===== src/rtl/filter_frame_ctrl.sv =====
// Frame sequencer for the 3x3 window memory: one read burst of IMG_W*IMG_H
// windows, writes delayed by the filter latency, mem_done sequencing check.
module filter_frame_ctrl #(
    parameter int IMG_W = 256,
    parameter int IMG_H = 256,
    parameter int LAT   = 4,
    parameter int CW    = 17
) (
    input  logic          clk,
    input  logic          rst_n,
    input  logic          start,
    input  logic          abort,
    input  logic          mem_done,
    output logic          mem_rd,
    output logic          mem_wr,
    output logic          busy,
    output logic          frame_done,
    output logic          aborted,
    output logic          err,
    output logic [CW-1:0] rd_cnt,
    output logic [CW-1:0] wr_cnt,
    output logic [15:0]   frame_cnt
);

    typedef enum logic [1:0] {
        S_IDLE  = 2'd0,
        S_READ  = 2'd1,
        S_DRAIN = 2'd2,
        S_DONE  = 2'd3
    } state_t;

    localparam logic [CW-1:0] LAST_C = CW'(IMG_W * IMG_H - 1);

    state_t          state_r, state_s;
    logic            mem_rd_r, rd_s;
    logic [LAT-1:0]  sr_r, sr_s;
    logic [LAT:0]    sr_cat_s;
    logic            busy_r, frame_done_r, aborted_r, err_r, slot_r;
    logic            start_ok_s, abort_s, done_s, slot_s;
    logic [CW-1:0]   rd_cnt_r, wr_cnt_r;
    logic [15:0]     frame_cnt_r;

    assign mem_rd     = mem_rd_r;
    assign mem_wr     = sr_r[LAT-1];
    assign busy       = busy_r;
    assign frame_done = frame_done_r;
    assign aborted    = aborted_r;
    assign err        = err_r;
    assign rd_cnt     = rd_cnt_r;
    assign wr_cnt     = wr_cnt_r;
    assign frame_cnt  = frame_cnt_r;

    // Next-state, next read enable and delay-line shift; abort flushes the line.
    always_comb begin
        state_s    = state_r;
        rd_s       = 1'b0;
        sr_cat_s   = {sr_r, mem_rd_r};
        sr_s       = sr_cat_s[LAT-1:0];
        start_ok_s = 1'b0;
        abort_s    = 1'b0;
        done_s     = 1'b0;
        slot_s     = 1'b0;
        case (state_r)
            S_IDLE: begin
                if (start && !abort) begin
                    state_s    = S_READ;
                    rd_s       = 1'b1;
                    start_ok_s = 1'b1;
                end else begin
                    state_s = S_IDLE;
                end
            end
            S_READ: begin
                if (abort) begin
                    state_s = S_IDLE;
                    abort_s = 1'b1;
                    sr_s    = '0;
                end else if (rd_cnt_r == LAST_C) begin
                    // This cycle carries the Nth read; mem_done is due next cycle.
                    state_s = S_DRAIN;
                    slot_s  = 1'b1;
                end else begin
                    rd_s = 1'b1;
                end
            end
            S_DRAIN: begin
                if (abort) begin
                    state_s = S_IDLE;
                    abort_s = 1'b1;
                    sr_s    = '0;
                end else if (sr_r[LAT-1] && (wr_cnt_r == LAST_C)) begin
                    state_s = S_DONE;
                    done_s  = 1'b1;
                end else begin
                    state_s = S_DRAIN;
                end
            end
            S_DONE: begin
                state_s = S_IDLE;
            end
            default: begin
                state_s = S_IDLE;
                sr_s    = '0;
            end
        endcase
    end

    // State, enables, pulses, counters and sticky mem_done error.
    always_ff @(posedge clk or negedge rst_n) begin
        if (!rst_n) begin
            state_r      <= S_IDLE;
            mem_rd_r     <= 1'b0;
            sr_r         <= '0;
            busy_r       <= 1'b0;
            frame_done_r <= 1'b0;
            aborted_r    <= 1'b0;
            slot_r       <= 1'b0;
            err_r        <= 1'b0;
            rd_cnt_r     <= '0;
            wr_cnt_r     <= '0;
            frame_cnt_r  <= 16'd0;
        end else begin
            state_r      <= state_s;
            mem_rd_r     <= rd_s;
            sr_r         <= sr_s;
            busy_r       <= (state_s != S_IDLE);
            frame_done_r <= done_s;
            aborted_r    <= abort_s;
            slot_r       <= slot_s;
            if (start_ok_s) begin
                rd_cnt_r <= '0;
                wr_cnt_r <= '0;
                err_r    <= 1'b0;
            end else begin
                rd_cnt_r <= rd_cnt_r + {{(CW-1){1'b0}}, mem_rd_r};
                wr_cnt_r <= wr_cnt_r + {{(CW-1){1'b0}}, sr_r[LAT-1]};
                if (busy_r && (mem_done != slot_r)) begin
                    err_r <= 1'b1;
                end else begin
                    err_r <= err_r;
                end
            end
            if (done_s) begin
                frame_cnt_r <= frame_cnt_r + 16'd1;
            end else begin
                frame_cnt_r <= frame_cnt_r;
            end
        end
    end

endmodule


===== config.mk =====
export PLATFORM = sky130hd
export DESIGN_NAME = filter_frame_ctrl
export DESIGN_NICKNAME = d
export VERILOG_FILES = /design/src/rtl/filter_frame_ctrl.sv
export SDC_FILE = /design/constraint.sdc
export NUM_CORES = 1
export LEC_CHECK = 0
export BUFFER_PORTS_ARGS = -buffer_cell sky130_fd_sc_hd__buf_2
export CAP_MARGIN = 5
export CORE_MARGIN = 1
export CORE_UTILIZATION = 54
export DETAILED_ROUTE_END_ITERATION = 8
export PLACE_DENSITY = 0.79
export SYNTH_ARGS = -nofsm -noshare
export SYNTH_HDL_FRONTEND = slang
export SYNTH_SLANG_ARGS = --single-unit

===== constraint.sdc =====
create_clock -name clk -period 2 [get_ports clk]
set_input_delay 0.2 -clock clk [delete_from_list [all_inputs] [get_ports clk]]
set_output_delay 0.2 -clock clk [all_outputs]
set_load 0.03 [all_outputs]

==> impl_metrics.ini <==
[synthesis]
ys_seq_area_share_pct = 53.6
synth_cells = 271
synth.cell_area_sq_um = 2890
postSynthAreaPerCell_sq_um = 10.7
syn-num-nets = 284
synth.distinct_cells = 31
synth_seq_cells = 62
synth_ff_type = dfrtp_1
yosysWarnings = 0
synth_edf_count = 0
async_reset_ff_share_pct = 100

[sta]
fmax_mhz = 527
setup_tns_ns = 0
fin_worst_skew_ns = 0.0101
finalCriticalPeriod_ns = 1.90
drv_slew = 0
finalSetupViolations = 0
finalHoldViolations = 0
hold_slack_ns = 0.225
worst_pin_slew_ns = 0.551
worst_slack_ns = 0.102
max-slew-margin-rel_pct = 63.2
fin_crit_sh_pct = 94.9

[setup_path]
crit_start = state_r[0]
cp_max_fo = 4
timing.rr.start = state_r[0]
required_ns = 2.23
crit_type = reg -> reg
worstRegToRegCells = 8
rrSetupSlack_ns = 0.10
cp-end-kind = flop
worstReg2RegEnd = frame_cnt[8]
critical_path.endpoint = frame_cnt[8]
cp-start-kind = flop
worstPathArrival_ns = 2.13

[detailed_routing]
num_vias = 2259
avgRoutedWirePerCell_um = 14.6
drc_errors = 0
via_per_inst = 5.32
drtIter0Drc = 132
drt-total-wl_mm = 6.18
dr.pass1.iters = 5
ant_nets = 0

[global_route]
grt_pass1_vias = 2058
grt_max_degree = 41
grt_pass1_wl_mm = 9.72
grt_antenna_before_repair = 0
grtUsageTotal_pct = 23.8
grt_overflow = 0

[floorplan]
start_util_pct = 56.3
core_region_area_sq_um = 5140
die_w_um = 75.2
ios = 61
dieArea_sq_um = 5650
rows = 26
die_h_um = 75.2

[finish]
diodes = 0
nFillCells = 391
final_area_sq_um = 3590
multiInputGateArea_sq_um = 1290
drive_gt1_share_pct = 27.0
nets = 363
regArea_sq_um = 1550
area_delta_synth_final_pct = 24.0

[place]
numPortBuffers = 60
post_dp_cell_area_sq_um = 3330
post-place-ws_ns = 0.0354
hpwl_mm = 4.25
globalplace.congestion = 0.791

[clocking]
cts_tree = built
cts-buffers-inserted = 9
clkTransAtPathRegs_ns = 0.07
htree_num_levels = 3
clk_latency_ns = 0.33
cts-root-buf = clkbuf_8
cts.sinks = 62
clockBufferDepth = 2
cts_resized = 0

[outcome]
status = complete, no violations

[run]
maxCapViolCount = 0

[hold_path]
timing.hold.worst.class = in -> reg
hold_depth = 4

[power_and_ir_drop]
vdd_drop_max_v = 0.000529
finalPower_mw = 2.90
p_leak_nw = 1.81
powerDensity_nw_per_um2 = 810
==> layer usage <==
metal,wire length (um),part of all wire (%),track usage (%),vias up
li1,-,-,-,1092
met1,2780,45,30.8,1103
met2,3120,50,39.2,52
met3,189,3.1,5.49,12
met4,93,1.5,8.85,0
met5,0,0,0,-
==> power breakdown <==
part	internal [mW]	switching, mW
clock network	0.699	0.480
registers	1.32	0.0549
logic	0.116	0.240
==> timing repair <==
item | in CTS | in global routing
hold endpoints to repair | 22 | 0
endpoints found under the setup margin | 0 | 14
buffers inserted | 0 | 5
hold buffers | 1 | 0
==> Yosys cell counts, types with 2 or more instances <==
master    number  area share, %
ha_1           8            3.5
nor4_4         4            2.9
xnor2_1       26            7.9
and2_1        10            2.2
dfrtp_1       62             54
buf_1          2           0.26
a31oi_1        2           0.43
a21oi_1        9            1.6
o21ai_0        8            1.4
inv_1          7           0.91
and3_1         5            1.1
or3_1          6            1.3
nand2_1       18            2.3
clkbuf_1       2           0.26
and4_1         4            1.2
nor3_1         5           0.86
nor2_1        36            4.7
nand3_1       20            3.5
nand4_1       12            2.6
xor2_1        14            4.2
==> state kept, by name, summed over array words and instances (netlist names) <==
name / cells
state_r: 2
wr_cnt: 17
rd_cnt: 17
frame_done: 1
slot_r: 1
err: 1
frame_cnt: 16
sr_r: 4
aborted: 1
busy: 1
mem_rd: 1
==> kinds of logic (layout without fill, tap and decap cells) <==
kind of cell	count (synthesis)	count (layout)	synth area share, %
buffers and inverters	12	96	1.60
adder cells (fa/ha/maj)	8	8	3.46
flip-flops	62	62	53.6
AND/OR/NAND/NOR	129	129	25.4
XOR/XNOR	40	40	12.1
AO/OA/AOI/OAI	19	19	3.37
multiplexers	1	1	0.389
==> worst max-delay path, stage by stage (launching register included) <==
cell	delay, ns
dfrtp_1	0.40
inv_1	0.08
ha_1	0.16
nand4_1	0.09
or3_4	0.38
nor4_4	0.25
buf_4	0.17
nand3_1	0.08
xnor2_1	0.19
==> per-stage QoR <==
stage          cells  util [%]
4_1_cts          420      69.1
3_5_place_dp     403      64.7
2_1_floorplan    271         -
5_1_grt          425      69.8
3_3_place_gp     403      64.7
6_report         425      69.8
==> worst min path at each step <==
stage                    end  startpoint  slack (ns)
2_1_floorplan        aborted       rst_n        -0.1
3_3_place_gp   frame_cnt[13]       rst_n        0.21
3_5_place_dp   frame_cnt[11]       rst_n        0.21
4_1_cts              aborted       abort        0.21
5_1_grt              aborted       abort        0.23
6_report                 err    mem_done        0.23
==> layout make-up <==
type                    instances  area share (%)
flip-flops and latches         62            43.3
multi-input cells             197            36.1
repair buffers                 73            11.5
clock buffers                  10            3.56
well taps                      70            2.44
clock inverters                 6            2.41
inverters                       7           0.732
==> placed cells by master (no fill, tap or decap), types with 2 or more instances in the layout <==
| cell type | count |
|---|---|
| dfrtp_1 | 62 |
| buf_2 | 60 |
| nor2_1 | 36 |
| xnor2_1 | 26 |
| nand3_1 | 20 |
| nand2_1 | 18 |
| xor2_1 | 14 |
| nand4_1 | 12 |
| buf_4 | 11 |
| and2_1 | 10 |
| a21oi_1 | 9 |
| clkbuf_8 | 9 |
| o21ai_0 | 8 |
| ha_1 | 8 |
| inv_1 | 7 |
| or3_1 | 6 |
| and3_1 | 5 |
| nor3_1 | 5 |
| and4_1 | 4 |
| nor4_4 | 4 |
| a31oi_1 | 2 |
| bufinv_16 | 2 |
| clkinv_2 | 2 |
Power figures use the tool's default switching activity.
